File: src/rtl/e3digit_to_7seg.sv
// e3digit_to_7seg
//   Registered decoder from one excess-3 coded decimal digit to a
//   7-segment pattern plus decimal point. Invalid codes show a dash
//   (optionally with dp) and raise err.
// Parameters
//   ACTIVE_LOW   1 = invert all 8 seg bits (common-anode), 0 = active-high
//   DP_ON_ERROR  1 = light dp on invalid codes, 0 = dp always off
// Ports
//   clk    in   system clock, rising edge
//   rst_n  in   synchronous reset, active-low
//   digit  in   [3:0] XS-3 digit (d encoded as d+3)
//   seg    out  [7:0] {dp,g,f,e,d,c,b,a}, registered
//   err    out  registered invalid-code flag (never inverted)
module e3digit_to_7seg #(
  parameter bit ACTIVE_LOW  = 1'b0,
  parameter bit DP_ON_ERROR = 1'b1
) (
  input  logic       clk,
  input  logic       rst_n,
  input  logic [3:0] digit,
  output logic [7:0] seg,
  output logic       err
);

  logic [7:0] dec;
  logic       dec_err;
  logic [7:0] pol;

  // Active-high decode table; X/Z codes match no item and fall to default.
  always_comb begin
    dec     = '0;
    dec_err = 1'b0;
    case (digit)
      4'b0011: dec = 8'h3F;
      4'b0100: dec = 8'h06;
      4'b0101: dec = 8'h5B;
      4'b0110: dec = 8'h4F;
      4'b0111: dec = 8'h66;
      4'b1000: dec = 8'h6D;
      4'b1001: dec = 8'h7D;
      4'b1010: dec = 8'h07;
      4'b1011: dec = 8'h7F;
      4'b1100: dec = 8'h6F;
      default: begin
        dec     = {DP_ON_ERROR, 7'b100_0000};
        dec_err = 1'b1;
      end
    endcase
  end

  always_comb begin
    pol = ACTIVE_LOW ? ~dec : dec;
  end

  always_ff @(posedge clk) begin
    if (!rst_n) begin
      seg <= {8{ACTIVE_LOW}};
      err <= 1'b0;
    end else begin
      seg <= pol;
      err <= dec_err;
    end
  end

endmodule

File: config.mk
export PLATFORM = sky130hd
export DESIGN_NAME = e3digit_to_7seg
export DESIGN_NICKNAME = d
export VERILOG_FILES = /design/src/rtl/e3digit_to_7seg.sv
export SDC_FILE = /design/constraint.sdc
export NUM_CORES = 1
export LEC_CHECK = 0
export CAP_MARGIN = 20
export CORE_AREA = 2 2 39 41
export DETAILED_ROUTE_END_ITERATION = 6
export DIE_AREA = 0 0 41 43
export PLACE_DENSITY = 0.64
export REMOVE_ABC_BUFFERS = 1
export SYNTH_ARGS = -nofsm -noshare
export SYNTH_HDL_FRONTEND = slang
export SYNTH_SLANG_ARGS = --single-unit
File: constraint.sdc
create_clock -name clk -period 1 [get_ports clk]
set_clock_uncertainty 0.15 [all_clocks]
set_input_delay 0.25 -clock clk [delete_from_list [all_inputs] [get_ports clk]]
set_output_delay 0.25 -clock clk [all_outputs]
set_load 0.01 [all_outputs]
After elaboration in Yosys (flattened, before gate mapping)
Cells that the tools add are included.
{"block": "op_classes", "reduce_logical": 1, "n_eq_ne": 10, "mux": 2}
{"cell": "$pmux W8 S10", "count": 1}
{"cell": "$eq A4 B4 Y1 const B", "count": 5}
{"cell": "$eq A4 B3 Y1 const B", "count": 4}
{"cell": "$reduce_or A10 Y1", "count": 1}
{"cell": "$eq A4 B2 Y1 const B", "count": 1}
{"cell": "$mux W1", "count": 1}
{"block": "totals", "out_inout_bits": 9, "reg_bits": 9, "word_cells": 15}

Logic depth before layout (Yosys ltp)
{"block": "logic_depth", "depth_word": 3, "ltp_mapped": 4}

Worst setup path after synthesis
OpenSTA, ideal clock, no wires.
{"block": "synth_timing", "kind": "input-to-reg", "start": "input digit[1]", "end": "register seg[0]", "setup_slack_ps": -120, "t_required_ps": 730, "arrival_time_ps": 850, "stages": 4, "path_buffers": 1, "path_cell_list": "buf_6 nor2_2 a32o_1 o31a_1"}
{"block": "synth_between", "elab_chain_cells": 2}
{"item": "start: declaration", "line": "20", "rtl": "input logic [3:0] digit,"}
{"item": "$eq A4 B4 Y1 (tied with other cells)", "line": "33", "rtl": "case (digit)"}
{"item": "$pmux W8 S10 *", "line": "33"}
{"item": "end signal: assignment", "line": "57", "rtl": "seg <= {8{ACTIVE_LOW}};"}
{"item": "end signal: assignment", "line": "60", "rtl": "seg <= pol;"}
{"item": "end: declaration", "line": "21", "rtl": "output logic [7:0] seg,"}
Every way passes the cells marked *; elsewhere a longest branch is shown, timed or not.
A chain may end at the register's enable or synchronous reset.

==> run summary <==
- **status** complete, but fails checks
- **failing checks** negative setup slack
- **Power per Cell Area** 1275 mW/mm^2
- **post-CTS clock slew at the launch and capture registers of the worst setup and hold paths** 0.05 ns
- **final count of hold timing violations** 0
- **number of enable flip-flop cells after synthesis** 0
- **Die Outline Area** 0.001763 sq mm
- **Area Growth Syn to Fin** 49.11%
- **htree depth** 1
- **Port Buffers** 14
- **number of top-level pins** 15
- **area of the mapped netlist** 422.9 sq um
- **Detailed Routing Iterations Pass 1** 4
- **kind of start point of the critical path** flop
- **Via-to-Cell Ratio** 4.953
- **worst hold path type** input pin to flop
- **post-layout instance count excluding filler cells** 85
- **number of core rows** 14
- **proportion of synthesized chip area in sequential cells** 37.87%
- **leakage component of the power** 0.2947 nW
- **count of unique library cells instantiated by Yosys** 25
- **Worst path slowest cell** sky130_fd_sc_hd__dfxtp_2
- **max-cap viol count** 0
- **diode count** 0
- **buffer and inverter count on the worst path** 1
- **largest net degree at the start of global routing** 9
- **Max Transition Viols Final** 0
- **commonest register cell after synthesis** sky130_fd_sc_hd__dfxtp_1
- **drt total wl** 1005 microns
- **clock tree root buffer cell** sky130_fd_sc_hd__clkbuf_4
- **switching share of total power** 26.70%
- **most common cell after layout, fill and taps aside** sky130_fd_sc_hd__buf_4
- **final setup violation count** 9
- **clk sinks** 8
- **Setup TNS** -0.7203 ns
- **Final Critical Period** 1.091 ns
- **Synth Register Bits** 8
- **overall die width** 41 microns
- **part of the power in registers** 43.5%
- **final net count** 77
- **f_max** 916.4 MHz
- **CP Capture Type** output port
- **synthesized area per cell** 9.194 sq um
- **cells along the critical path** buf_6
- **Starting Density** 30.56%
- **worst setup path class** flop to output port
- **flip-flop count of the largest register, all copies and words added** 8
- **design internal power** 589.2 uW
- **post-route DRC violation count** 0
- **unrepaired setup endpoints after global routing** true
- **instance count of the mapped netlist** 46
- **maximum net fanout on the critical path** 2
- **Met3 Wirelength** 54 microns
- **die outline height** 43 microns
- **power share of the clock group** 31.2%
- **vias in the first global route** 418
- **initial antenna violation count** 0
- **core region area** 0.001384 sq mm
- **TritonCTS clock tree** built
- **post-detailed-route count of antenna-violating nets** 0
- **Detail Placement HPWL** 742.8 microns
- **Hold Startpoint** digit[0]
- **data required time at the worst endpoint** 0.60 ns
- **most frequent cells in the layout** sky130_fd_sc_hd__buf_4 (11), sky130_fd_sc_hd__buf_2 (7), sky130_fd_sc_hd__a21oi_1 (6), sky130_fd_sc_hd__dfxtp_1 (6), sky130_fd_sc_hd__buf_6 (5)
- **total CTS buffers** 3
- **final cycle utilization of the critical path** 109.1%
- **async set-or-reset flop fraction in the synthesized netlist** 0%
- **Overflow after GRT** 0
- **transition at the pin with the smallest max-transition slack** 0.2142 ns
- **met2 layer wire length in the routed design** 490 microns
- **combinational group share of total power** 25.3%
- **Longest Clk Path Bufs** 2
- **drt initial violations** 6
- **largest incremental delay on the critical path** 0.32 ns
- **number of placed cells counting well taps** 81
- **top flop regs** seg x8
- **top routing layer in use** met4
- **peak supply drop** 0.5307 mV
- **final worst-path setup slack** -0.09126 ns
- **source of the critical timing path** seg[7]
- **final weighted congestion of routability-driven global placement** 0.8073
- **worst path arrival time** 0.69 ns
- **max_slew headroom** 85.72%
- **wire length the detailed router placed on met1** 410 microns
- **power dissipated by switching net loads** 214.6 uW
- **largest reg by FF count** seg
- **YS warnings** 0
- **wire length per cell** 11.82 microns
- **GRT Overall Usage** 13.81%
- **first-pass GRT wire length** 1621 microns
- **share of cells above drive strength 1** 53.62%
- **kind of cell adding the most delay to the critical path** flip-flops
- **via count** 421
-- metrics by stage --
stage	instance area [sq um]	utilization (%)	setup slack, ns	hold slack, ns	total power, mW
4_1_cts	598.1	43.22	-0.09806	0.1757	0.7951
2_1_floorplan	380.4	-	-0.09538	0.1894	0.4292
6_report	630.6	45.57	-0.09126	0.1401	0.8038
5_1_grt	630.6	45.57	-0.1251	0.1337	0.8543
3_3_place_gp	615.6	44.48	-0.7167	0.8014	0.5607
3_5_place_dp	615.6	44.48	-0.7046	0.8174	0.5639
-- area by class of cell --
class | count | area (sq um)
Fill cell | 155 | 753.2
Multi-Input combinational cell | 32 | 231.5
Timing Repair Buffer | 25 | 190.2
Sequential cell | 8 | 162.7
Clock buffer | 3 | 22.52
Tap cell | 16 | 20.02
Inverter | 1 | 3.754
-- kinds of logic after synthesis --
logic type / count (synthesis) / share of synthesized area (%)
DFF: 8 / 37.87
AOI/OAI and AO/OA: 16 / 25.45
buffers and inverters: 6 / 10.94
xor gates and xnor gates: 2 / 4.143
and+or+nand+nor: 14 / 21.60
-- synthesized netlist by cell type (2+ instances only) --
| cell type | count | area [sq um] |
|---|---|---|
| sky130_fd_sc_hd__dfxtp_1 | 8 | 160.2 |
| sky130_fd_sc_hd__a21oi_1 | 6 | 30.03 |
| sky130_fd_sc_hd__o21ai_0 | 4 | 20.02 |
| sky130_fd_sc_hd__nand2_1 | 3 | 11.26 |
| sky130_fd_sc_hd__buf_4 | 2 | 15.01 |
| sky130_fd_sc_hd__buf_6 | 2 | 22.52 |
| sky130_fd_sc_hd__nor2_2 | 2 | 12.51 |
| sky130_fd_sc_hd__nor2b_1 | 2 | 12.51 |
-- what timing repair did --
action / in CTS / in global routing
buffers inserted: 0 / 1
setup endpoints to repair: 17 / 12
gates resized for setup: 57 / 11
pin swaps: 1 / 3
hold buffers: 0 / 0
-- power groups by stage --
stage	Clock [mW]	Sequential [mW]	Combinational, mW
2_1_floorplan	0	0.369	0.0605
3_3_place_gp	0	0.354	0.207
3_5_place_dp	0	0.355	0.209
4_1_cts	0.259	0.349	0.187
5_1_grt	0.280	0.352	0.222
6_report	0.251	0.350	0.203
-- metal layers --
layer	up-vias	GRT usage, %
met5	-	0
met4	0	14.00
met3	5	1.571
met2	16	20.31
met1	194	15.64
li1	206	-
-- path summary, 6_finish.rpt --
kind,to,slack [ns],cells after the start
setup / recovery,err,-0.09,1
hold / removal,seg[4],0.14,2
Note: power is estimated with default switching activity, not from simulation.
